--- src/rtl/gon_apb_pkg.sv ---
// Shared types and constants for the APB master arbiter.
package gon_apb_pkg;

  localparam int APB_DATA_W = 32;
  localparam int APB_STRB_W = APB_DATA_W / 8;

  typedef enum logic [1:0] {
    APB_IDLE,
    APB_SETUP,
    APB_ACCESS
  } apb_mst_state_e;

  typedef struct packed {
    logic [APB_DATA_W-1:0] addr;
    logic                  write;
    logic [APB_DATA_W-1:0] wdata;
    logic [APB_STRB_W-1:0] strb;
    logic [2:0]            prot;
  } apb_req_t;

endpackage

--- src/rtl/gon_apb_master_arb_if.sv ---
// APB4 pin bundle between the arbitrated master and a completer.
interface gon_apb_master_arb_if;
  import gon_apb_pkg::*;

  logic                  psel;
  logic                  penable;
  logic                  pwrite;
  logic [APB_DATA_W-1:0] paddr;
  logic [APB_DATA_W-1:0] pwdata;
  logic [APB_STRB_W-1:0] pstrb;
  logic [2:0]            pprot;
  logic                  pready;
  logic                  pslverr;
  logic [APB_DATA_W-1:0] prdata;

  modport master (
    output psel, penable, pwrite, paddr, pwdata, pstrb, pprot,
    input  pready, pslverr, prdata
  );

  modport slave (
    input  psel, penable, pwrite, paddr, pwdata, pstrb, pprot,
    output pready, pslverr, prdata
  );

endinterface

--- src/rtl/gon_rr_arbiter.sv ---
// Combinational round-robin picker: first set request at or after ptr, wrapping.
module gon_rr_arbiter #(
  parameter int N     = 4,
  parameter int IDX_W = $clog2(N)
) (
  input  logic [N-1:0]     req,
  input  logic [IDX_W-1:0] ptr,
  output logic [N-1:0]     grant,
  output logic [IDX_W-1:0] idx
);

  always_comb begin
    int               cand;
    logic [IDX_W-1:0] cand_idx;
    logic             found;
    grant    = '0;
    idx      = '0;
    found    = 1'b0;
    cand     = 0;
    cand_idx = '0;
    for (int k = 0; k < N; k++) begin
      cand = int'(ptr) + k;
      if (cand >= N) begin
        cand = cand - N;
      end
      cand_idx = IDX_W'(cand);
      if (!found && req[cand_idx]) begin
        found           = 1'b1;
        grant[cand_idx] = 1'b1;
        idx             = cand_idx;
      end
    end
  end

endmodule

--- src/rtl/gon_apb_master_arb.sv ---
// Round-robin arbiter sharing one APB4 master port, with SETUP/ACCESS sequencing and PREADY timeout.
module gon_apb_master_arb
  import gon_apb_pkg::*;
#(
  parameter int NUM_REQ     = 4,
  parameter int ID_W        = $clog2(NUM_REQ),
  parameter int TIMEOUT_CYC = 256
) (
  input  logic                          pclk,
  input  logic                          presetn,
  input  logic [NUM_REQ-1:0]            req_valid,
  output logic [NUM_REQ-1:0]            req_ready,
  input  logic [NUM_REQ*APB_DATA_W-1:0] req_addr,
  input  logic [NUM_REQ-1:0]            req_write,
  input  logic [NUM_REQ*APB_DATA_W-1:0] req_wdata,
  input  logic [NUM_REQ*APB_STRB_W-1:0] req_strb,
  input  logic [NUM_REQ*3-1:0]          req_prot,
  output logic                          rsp_valid,
  output logic [ID_W-1:0]               rsp_id,
  output logic [APB_DATA_W-1:0]         rsp_rdata,
  output logic                          rsp_slverr,
  output logic                          rsp_timeout,
  output logic                          apbactive,
  gon_apb_master_arb_if.master          apb
);

  localparam int TCNT_W = (TIMEOUT_CYC > 1) ? $clog2(TIMEOUT_CYC) : 1;
  localparam logic [TCNT_W-1:0] TCNT_LAST = TCNT_W'((TIMEOUT_CYC > 0) ? TIMEOUT_CYC - 1 : 0);

  apb_mst_state_e        state_reg, state_next;
  apb_req_t              req_vec [NUM_REQ];
  apb_req_t              req_reg;
  logic [ID_W-1:0]       id_reg;
  logic [ID_W-1:0]       rr_ptr_reg;
  logic [TCNT_W-1:0]     tcnt_reg;
  logic                  rsp_valid_reg;
  logic [ID_W-1:0]       rsp_id_reg;
  logic [APB_DATA_W-1:0] rsp_rdata_reg;
  logic                  rsp_slverr_reg;
  logic                  rsp_timeout_reg;

  logic [NUM_REQ-1:0]    arb_grant;
  logic [ID_W-1:0]       arb_idx;
  logic                  accept;
  logic                  access_done;
  logic                  timeout_hit;

  genvar gi;
  generate
    for (gi = 0; gi < NUM_REQ; gi++) begin : g_unpack
      assign req_vec[gi] = '{
        addr:  req_addr[APB_DATA_W*gi +: APB_DATA_W],
        write: req_write[gi],
        wdata: req_wdata[APB_DATA_W*gi +: APB_DATA_W],
        strb:  req_strb[APB_STRB_W*gi +: APB_STRB_W],
        prot:  req_prot[3*gi +: 3]
      };
    end
  endgenerate

  gon_rr_arbiter #(
    .N     (NUM_REQ),
    .IDX_W (ID_W)
  ) u_arb (
    .req   (req_valid),
    .ptr   (rr_ptr_reg),
    .grant (arb_grant),
    .idx   (arb_idx)
  );

  always_ff @(posedge pclk or negedge presetn) begin
    if (!presetn) begin
      state_reg <= APB_IDLE;
    end else begin
      state_reg <= state_next;
    end
  end

  always_comb begin
    state_next  = state_reg;
    req_ready   = '0;
    accept      = 1'b0;
    access_done = 1'b0;
    timeout_hit = 1'b0;
    apb.psel    = 1'b0;
    apb.penable = 1'b0;
    apb.pwrite  = 1'b0;
    apb.paddr   = '0;
    apb.pwdata  = '0;
    apb.pstrb   = '0;
    apb.pprot   = '0;
    case (state_reg)
      APB_IDLE: begin
        // Ready is held low while reset is asserted so nothing looks accepted.
        if (presetn) begin
          req_ready = arb_grant;
        end
        if (presetn && (|req_valid)) begin
          accept     = 1'b1;
          state_next = APB_SETUP;
        end
      end
      APB_SETUP: begin
        apb.psel   = 1'b1;
        state_next = APB_ACCESS;
      end
      APB_ACCESS: begin
        apb.psel    = 1'b1;
        apb.penable = 1'b1;
        if (apb.pready) begin
          access_done = 1'b1;
          state_next  = APB_IDLE;
        end else if ((TIMEOUT_CYC != 0) && (tcnt_reg == TCNT_LAST)) begin
          timeout_hit = 1'b1;
          state_next  = APB_IDLE;
        end
      end
      default: begin
        state_next = APB_IDLE;
      end
    endcase
    if (state_reg != APB_IDLE) begin
      apb.pwrite = req_reg.write;
      apb.paddr  = req_reg.addr;
      apb.pwdata = req_reg.wdata;
      apb.pstrb  = req_reg.write ? req_reg.strb : '0;
      apb.pprot  = req_reg.prot;
    end
  end

  always_ff @(posedge pclk or negedge presetn) begin
    if (!presetn) begin
      req_reg         <= '0;
      id_reg          <= '0;
      rr_ptr_reg      <= '0;
      tcnt_reg        <= '0;
      rsp_valid_reg   <= 1'b0;
      rsp_id_reg      <= '0;
      rsp_rdata_reg   <= '0;
      rsp_slverr_reg  <= 1'b0;
      rsp_timeout_reg <= 1'b0;
    end else begin
      rsp_valid_reg   <= 1'b0;
      rsp_id_reg      <= '0;
      rsp_rdata_reg   <= '0;
      rsp_slverr_reg  <= 1'b0;
      rsp_timeout_reg <= 1'b0;
      if (accept) begin
        req_reg    <= req_vec[arb_idx];
        id_reg     <= arb_idx;
        rr_ptr_reg <= (arb_idx == ID_W'(NUM_REQ - 1)) ? '0 : arb_idx + ID_W'(1);
      end
      if (state_reg == APB_SETUP) begin
        tcnt_reg <= '0;
      end else if ((state_reg == APB_ACCESS) && !apb.pready) begin
        tcnt_reg <= tcnt_reg + TCNT_W'(1);
      end
      if (access_done) begin
        rsp_valid_reg  <= 1'b1;
        rsp_id_reg     <= id_reg;
        rsp_rdata_reg  <= req_reg.write ? '0 : apb.prdata;
        rsp_slverr_reg <= apb.pslverr;
      end else if (timeout_hit) begin
        rsp_valid_reg   <= 1'b1;
        rsp_id_reg      <= id_reg;
        rsp_slverr_reg  <= 1'b1;
        rsp_timeout_reg <= 1'b1;
      end
    end
  end

  assign rsp_valid   = rsp_valid_reg;
  assign rsp_id      = rsp_id_reg;
  assign rsp_rdata   = rsp_rdata_reg;
  assign rsp_slverr  = rsp_slverr_reg;
  assign rsp_timeout = rsp_timeout_reg;
  assign apbactive   = (state_reg != APB_IDLE);

endmodule

--- src/flat_wrapper.sv ---
// flat-port wrapper written by rule: the top's interface ports become plain ports
module gon_apb_master_arb_flat import gon_apb_pkg::*;
#(
  parameter int NUM_REQ     = 4,
  parameter int ID_W        = $clog2(NUM_REQ),
  parameter int TIMEOUT_CYC = 256
)
  (pclk, presetn, req_valid, req_ready, req_addr, req_write, req_wdata, req_strb, req_prot, rsp_valid, rsp_id, rsp_rdata, rsp_slverr, rsp_timeout, apbactive, apb_psel, apb_penable, apb_pwrite, apb_paddr, apb_pwdata, apb_pstrb, apb_pprot, apb_pready, apb_pslverr, apb_prdata);
  gon_apb_master_arb_if apb_i ();
  input  logic pclk;
  input  logic presetn;
  input  logic [NUM_REQ-1:0] req_valid;
  output logic [NUM_REQ-1:0] req_ready;
  input  logic [NUM_REQ*APB_DATA_W-1:0] req_addr;
  input  logic [NUM_REQ-1:0] req_write;
  input  logic [NUM_REQ*APB_DATA_W-1:0] req_wdata;
  input  logic [NUM_REQ*APB_STRB_W-1:0] req_strb;
  input  logic [NUM_REQ*3-1:0] req_prot;
  output logic rsp_valid;
  output logic [ID_W-1:0] rsp_id;
  output logic [APB_DATA_W-1:0] rsp_rdata;
  output logic rsp_slverr;
  output logic rsp_timeout;
  output logic apbactive;
  output wire logic [$bits(apb_i.psel)-1:0] apb_psel;
  output wire logic [$bits(apb_i.penable)-1:0] apb_penable;
  output wire logic [$bits(apb_i.pwrite)-1:0] apb_pwrite;
  output wire logic [$bits(apb_i.paddr)-1:0] apb_paddr;
  output wire logic [$bits(apb_i.pwdata)-1:0] apb_pwdata;
  output wire logic [$bits(apb_i.pstrb)-1:0] apb_pstrb;
  output wire logic [$bits(apb_i.pprot)-1:0] apb_pprot;
  input wire logic [$bits(apb_i.pready)-1:0] apb_pready;
  input wire logic [$bits(apb_i.pslverr)-1:0] apb_pslverr;
  input wire logic [$bits(apb_i.prdata)-1:0] apb_prdata;
  assign apb_psel = apb_i.psel;
  assign apb_penable = apb_i.penable;
  assign apb_pwrite = apb_i.pwrite;
  assign apb_paddr = apb_i.paddr;
  assign apb_pwdata = apb_i.pwdata;
  assign apb_pstrb = apb_i.pstrb;
  assign apb_pprot = apb_i.pprot;
  assign apb_i.pready = apb_pready;
  assign apb_i.pslverr = apb_pslverr;
  assign apb_i.prdata = apb_prdata;
  gon_apb_master_arb #(.NUM_REQ(NUM_REQ), .ID_W(ID_W), .TIMEOUT_CYC(TIMEOUT_CYC)) u_core (.pclk(pclk), .presetn(presetn), .req_valid(req_valid), .req_ready(req_ready), .req_addr(req_addr), .req_write(req_write), .req_wdata(req_wdata), .req_strb(req_strb), .req_prot(req_prot), .rsp_valid(rsp_valid), .rsp_id(rsp_id), .rsp_rdata(rsp_rdata), .rsp_slverr(rsp_slverr), .rsp_timeout(rsp_timeout), .apbactive(apbactive), .apb(apb_i));
endmodule
--- config.mk ---
export PLATFORM = sky130hd
export DESIGN_NAME = gon_apb_master_arb_flat
export DESIGN_NICKNAME = d
export VERILOG_FILES = /design/src/rtl/gon_apb_pkg.sv /design/src/rtl/gon_apb_master_arb_if.sv /design/src/rtl/gon_rr_arbiter.sv /design/src/rtl/gon_apb_master_arb.sv /design/src/flat_wrapper.sv
export SDC_FILE = /design/constraint.sdc
export NUM_CORES = 1
export LEC_CHECK = 0
export ABC_AREA = 1
export CAP_MARGIN = 20
export CORE_AREA = 5 5 171 173
export DETAILED_ROUTE_END_ITERATION = 10
export DIE_AREA = 0 0 176 178
export PLACE_DENSITY = 0.7
export SLEW_MARGIN = 20
export SYNTH_ARGS = -nofsm -noshare
export SYNTH_HDL_FRONTEND = slang
export SYNTH_SLANG_ARGS = --single-unit
--- constraint.sdc ---
create_clock -name pclk -period 2.6 [get_ports pclk]
set_input_delay 0.26 -clock pclk [delete_from_list [all_inputs] [get_ports pclk]]
set_output_delay 0.26 -clock pclk [all_outputs]
set_load 0.02 [all_outputs]
==> results.sh, run 1 <==
export IMPL_outcome="complete, no violations"
export IMPL_setup_worst_path_end="apb_paddr[5]"
export IMPL_clockRootBuffer="clkbuf_16"
export IMPL_cts_tree="yes"
export IMPL_rsz0062_at_grt="yes"
export IMPL_via_per_inst=4.68
export IMPL_cp_slowest_stage_delay_ns=0.59
export IMPL_p_leak_uw=0.00790
export IMPL_synth_top_area_share_pct=33.6
export IMPL_fin_crit_ns=2.49
export IMPL_power_density_mw_per_mm2=1330
export IMPL_drv_max_cap_violation_count=0
export IMPL_max_freq_mhz=402
export IMPL_final_common_cell="nand2_1"
export IMPL_rr_endpoint="u_core.req_reg[47]$_DFFE_PN0P_"
export IMPL_grt_pass1_vias=10500
export IMPL_largest_reg_flops=72
export IMPL_wirelength_mm=35.9
export IMPL_regToRegSetupSlack_ns=0.11
export IMPL_grt_max_degree=75
export IMPL_syn_inst=1530
export IMPL_drt_iter0_drc=510
export IMPL_clock_skew_ns=0.0103
export IMPL_critPathArrivalTime_ns=2.23
export IMPL_finalSetupViolCount=0
export IMPL_die_w_um=176
export IMPL_fin_util_pct=53.4
export IMPL_hold_class="in2async"
export IMPL_finalCritPeriodShare_pct=95.7
export IMPL_die_h_um=178
export IMPL_regArea_mm2=0.00308
export IMPL_drc_errors=0
export IMPL_cts_sinks=123
export IMPL_layout_common_cells="nand2_1, clkdlybuf4s50_1, inv_1"
export IMPL_slew_headroom_pct=36.2
export IMPL_syn_to_final_growth_pct=60.4
export IMPL_end_kind="output pin"
export IMPL_dr_total_vias=10800
export IMPL_syn_nets=1871
export IMPL_rr_worst_depth=16
export IMPL_syn_area_mm2=0.00915
export IMPL_wl_per_cell_um=15.5
export IMPL_syn_avg_cell_area_um2=5.98
export IMPL_final_nets=2293
export IMPL_antenna_left=0
export IMPL_fillers=2675
export IMPL_peakVddDrop_mv=1.03
export IMPL_fin_setup_tns_ns=0
export IMPL_cts_max_level=4
export IMPL_power_total_uw=19500
export IMPL_yosysTopAreaCell="dfrtp_1"
export IMPL_grt_usage_pct=22.0
export IMPL_crit_slowest_cell="clkdlybuf4s50_1"
export IMPL_grt_pass1_wl_mm=55.3
export IMPL_critPathLaunchType="flip-flop"
export IMPL_cts_buffer_depth=2
export IMPL_tightest_slew_ns=0.956
export IMPL_path_clk_slew_ns=0.06
export IMPL_ys_ff_latch=123
export IMPL_worstPathMaxFanout=26
export IMPL_rows=61
export IMPL_crit_reg2reg_launch="u_core.rr_ptr_reg[0]$_DFFE_PN0P_"
export IMPL_gp_congestion=0.952
export IMPL_synthTopCellsByArea="dfrtp_1, nand2_1, nand3_1"
export IMPL_drt_pass1_iterations=5
export IMPL_globalRouteOverflowTotal=0
export IMPL_hold_viol_final=0
export IMPL_startpoint="u_core.state_reg[0]$_DFFE_PN0P_"
export IMPL_worstSetupPathType="reg2out"
export IMPL_multi_input_area_mm2=0.00439
export IMPL_cts_made_buffers=17
export IMPL_clk_latency_ns=0.41
export IMPL_path_cells="inv_1 -> ha_4 -> buf_6 -> nor2_1 -> clkdlybuf4s50_1"
export IMPL_dieArea_mm2=0.0313
export IMPL_core_mm2=0.0275
export IMPL_start_util_pct=33.3
export IMPL_yosysSeqAreaShare_pct=33.6
export IMPL_io_pins=444
export IMPL_drive_above_1_share_pct=5.70
export IMPL_maxSlewViolCount=0
export IMPL_portBuffers=443
export IMPL_synth_cell_type_count=34
export IMPL_cp_required_ns=2.34
export IMPL_dp_final_hpwl_mm=27.5
export IMPL_yosys_warnings=0
export IMPL_antenna_found_initial=2
-- metal layers --
layer | GRT usage (%) | vias up | wire length (um)
met5 | 0 | - | 20
met1 | 25.4 | 4947 | 14000
li1 | - | 5400 | -
met3 | 5.98 | 47 | 2940
met4 | 6.08 | 2 | 722
met2 | 40.3 | 435 | 18200
-- synthesized netlist by cell type (all sizes together) --
cell type	count
a211oi	1
a21oi	6
a22oi	2
a31oi	1
buf	50
clkbuf	40
clkinv	1
dfrtp	123
ha	13
inv	336
nand2	525
nand3	276
nand4	7
nor2	119
nor3	3
nor4	1
o211ai	13
o21a	2
o21ai	8
o221ai	1
o22ai	1
o31ai	1
-- metrics by stage --
stage	std cells	hold WS, ns	setup WS, ns	area [um2]
floorplan	1530	-0.0356	0.0992	9150
finish	2313	0.222	0.112	14700
global route	2312	0.203	-0.0312	14700
CTS	2310	0.206	0.0291	14700
detailed placement	2277	0.0698	-0.0113	14000
global placement	2277	0.0691	0.0508	14000
-- worst min path at each step --
stage / start / to / slack [ns] / cells after the start
2_1_floorplan: presetn / u_core.id_reg[0]$_DFFE_PN0P_ / -0.04 / 0
3_3_place_gp: presetn / u_core.rsp_rdata[2]$_DFF_PN0_ / 0.07 / 1
3_5_place_dp: presetn / u_core.rsp_slverr$_DFF_PN0_ / 0.07 / 1
4_1_cts: presetn / u_core.rsp_valid$_DFF_PN0_ / 0.21 / 2
5_1_grt: presetn / u_core.rsp_valid$_DFF_PN0_ / 0.20 / 2
6_report: presetn / u_core.rsp_valid$_DFF_PN0_ / 0.22 / 2
-- cell type report --
cell class	instances	area share, %
Tap cell	346	2.95
Clock buffer	17	2.90
Sequential cell	123	21.0
Inverter	337	8.65
Clock inverter	15	1.13
Multi-Input combinational cell	980	29.9
Timing Repair Buffer	493	33.5
Antenna cell	2	0.0341
-- worst max-delay path, delay by kind of cell, from the launching register on --
family,cells,cell delay [ns]
fa+ha+maj,1,0.31
buf+inv,3,1.02
flops,1,0.40
simple gates,1,0.08
-- cell families (layout without fill, tap and decap cells) --
group                    count (synthesis)  in the layout  synth area share [%]
adder cells (fa/ha/maj)                 13             13                  1.78
AO/OA/AOI/OAI                           36             36                  2.56
buffers and inverters                  427            862                  19.0
other                                    0              2                     0
flip-flops                             123            123                  33.6
AND/OR/NAND/NOR                        931            931                  43.0
-- where the power goes --
group	internal [uW]	switching, uW	total (uW)
clock network	1430	987	2420
logic	5400	8730	14100
registers	2590	327	2910
-- repair_timing --
action                     4_1_cts  5_1_grt
hold buffers                     1        0
hold endpoints to repair         6        0
gates resized for setup         18        9
pin swaps                        0        1
buffers inserted                 0        1
setup endpoints to repair       30       31
No activity file was read; power rests on OpenSTA's default activity.
==> run 2: changes to the inputs <==
- GPL_ROUTABILITY_DRIVEN: default -> 0
- GPL_TIMING_DRIVEN: default -> 0
==> run 2 against run 1 <==
Net effect:
- combinational power grew 9.9%
- critical path type unchanged
- total power grew 6.4%
- final cell count grew 2.4%
- first-iteration DRC count grew 22%
- global-route usage grew 2.4 points
- maximum frequency shrank 2.3%
==> results.sh, run 2 (synthesis results as in run 1) <==
export IMPL_outcome="complete, no violations"
export IMPL_fin_util_pct=54.6
export IMPL_final_nets=2350
export IMPL_portBuffers=443
export IMPL_worstPathMaxFanout=9
export IMPL_grt_pass1_wl_mm=59.3
export IMPL_drt_iter0_drc=623
export IMPL_worstHoldPathCells=3
export IMPL_grtUsageMet3_pct=6.42
export IMPL_layout_common_cells="nand2_1, clkdlybuf4s50_1, inv_1"
export IMPL_dp_final_hpwl_mm=31.2
export IMPL_globalRouteOverflowTotal=0
export IMPL_clockRootBuffer="clkbuf_16"
export IMPL_cts_max_level=4
export IMPL_fin_crit_ns=2.54
export IMPL_antenna_left=0
export IMPL_path_clk_slew_ns=0.07
export IMPL_critPathLaunchType="flip-flop"
export IMPL_drv_max_cap_violation_count=0
export IMPL_fin_setup_tns_ns=0
export IMPL_hold_viol_final=0
export IMPL_cts_buffer_depth=2
export IMPL_cp_required_ns=2.34
export IMPL_syn_to_final_growth_pct=63.8
export IMPL_wirelength_mm=39.7
export IMPL_cts_tree="yes"
export IMPL_rows=61
export IMPL_worstSetupPathType="reg2out"
export IMPL_min_to="u_core.rsp_rdata[26]$_DFF_PN0_"
export IMPL_dr_total_vias=11100
export IMPL_power_density_mw_per_mm2=1380
export IMPL_clk_latency_ns=0.42
export IMPL_dp_worst_setup_slack_ns=-0.653
export IMPL_peakVddDrop_mv=0.772
export IMPL_dieArea_mm2=0.0313
export IMPL_power_total_uw=20700
export IMPL_p_leak_uw=0.00836
export IMPL_slew_headroom_pct=56.7
export IMPL_grtUsageMet2_pct=43.9
export IMPL_cts_made_buffers=17
export IMPL_io_pins=444
export IMPL_finalSetupViolCount=0
export IMPL_core_mm2=0.0275
export IMPL_start_util_pct=33.3
export IMPL_grt_max_degree=65
export IMPL_rr_endpoint="u_core.req_reg[55]$_DFFE_PN0P_"
export IMPL_drive_above_1_share_pct=7.72
export IMPL_antenna_found_initial=0
export IMPL_worst_slack_ns=0.0551
export IMPL_critPathArrivalTime_ns=2.28
export IMPL_hold_path_startpoint="apb_prdata[26]"
export IMPL_tightest_slew_ns=0.649
export IMPL_wl_per_cell_um=16.8
export IMPL_cts_sinks=123
export IMPL_finalCritPeriodShare_pct=97.9
export IMPL_grt_util_met1_pct=28.0
export IMPL_final_common_cell="nand2_1"
export IMPL_via_per_inst=4.68
export IMPL_grt_pass1_vias=10900
export IMPL_drt_pass1_iterations=5
export IMPL_end_kind="output pin"
export IMPL_clock_skew_ns=0.0140
export IMPL_rr_worst_depth=14
export IMPL_grt_usage_pct=24.4
export IMPL_drc_errors=0
export IMPL_crit_reg2reg_launch="u_core.rr_ptr_reg[0]$_DFFE_PN0P_"
export IMPL_largest_reg_flops=72
export IMPL_rsz0062_at_grt="yes"
export IMPL_hold_class="in2reg"
export IMPL_maxSlewViolCount=0
export IMPL_max_freq_mhz=393
export IMPL_busiest_layer="met2"
export IMPL_die_h_um=178
export IMPL_die_w_um=176
export IMPL_regToRegSetupSlack_ns=0.13
==> run 2: critical path, cell delays in order (launching register included) <==
cell	delay, ns
dfrtp_1	0.40
buf_6	0.14
buf_4	0.15
nand2_1	0.07
nand2_1	0.09
nand2_4	0.11
nand2_8	0.09
nor2_4	0.17
nand2_2	0.10
inv_2	0.11
nand3_1	0.08
nand4_1	0.08
nand2_1	0.09
inv_2	0.06
buf_6	0.10
==> run 2: power by group <==
group | leakage, uW | total (uW) | internal [uW] | switching (uW)
Combinational | 0.00649 | 15500 | 5850 | 9620
Sequential | 0.00159 | 2900 | 2590 | 315
Clock | 0.000270 | 2340 | 1340 | 998
Total | 0.00836 | 20700 | 9780 | 10900
==> run 2: metal layers <==
| metal | wire (um) | up-vias | part of all wire, % |
|---|---|---|---|
| met5 | 0 | - | 0 |
| met4 | 1300 | 0 | 3.3 |
| met3 | 3090 | 61 | 7.8 |
| met2 | 19800 | 453 | 50 |
| met1 | 15500 | 5052 | 39 |
| li1 | - | 5520 | - |
==> run 2: worst max path at each step <==
stage                                     startpoint                          endpoint  depth (start not counted)
floorplan           u_core.rr_ptr_reg[0]$_DFFE_PN0P_  u_core.rr_ptr_reg[1]$_DFFE_PN0P_                         16
global placement                             presetn    u_core.req_reg[61]$_DFFE_PN0P_                          9
detailed placement   u_core.state_reg[0]$_DFFE_PN0P_                      apb_pprot[2]                          6
CTS                  u_core.state_reg[0]$_DFFE_PN0P_                    apb_pwdata[20]                          6
global route        u_core.rr_ptr_reg[0]$_DFFE_PN0P_                      req_ready[0]                         14
finish              u_core.rr_ptr_reg[0]$_DFFE_PN0P_                      req_ready[0]                         14
==> run 2: cell type report <==
cell class | count | area (um2)
Multi-Input combinational cell | 980 | 4440
Antenna cell | 1 | 2.50
Sequential cell | 123 | 3080
Tap cell | 346 | 433
Buffer | 88 | 611
Timing Repair Buffer | 462 | 4590
Clock inverter | 14 | 135
Inverter | 337 | 1280
Clock buffer | 18 | 429
Fill cell | 2737 | 12500
==> run 2: through the flow <==
stage                     cell area [um2]  cells  hold WS [ns]
final                               15000   2369         0.357
after global placement              14000   2319         0.462
after CTS                           14800   2364         0.345
after detailed placement            14100   2320         0.238
after global routing                15000   2368         0.365
after floorplan                      9150   1530       -0.0356
==> run 2: what timing repair did <==
item / CTS / global route
resized for setup: 127 / 75
endpoints found under the hold margin: 59 / 0
gates cloned: 0 / 1
endpoints found under the setup margin: 152 / 80
pin swaps: 4 / 10
hold buffers: 2 / 0
buffers inserted: 10 / 5
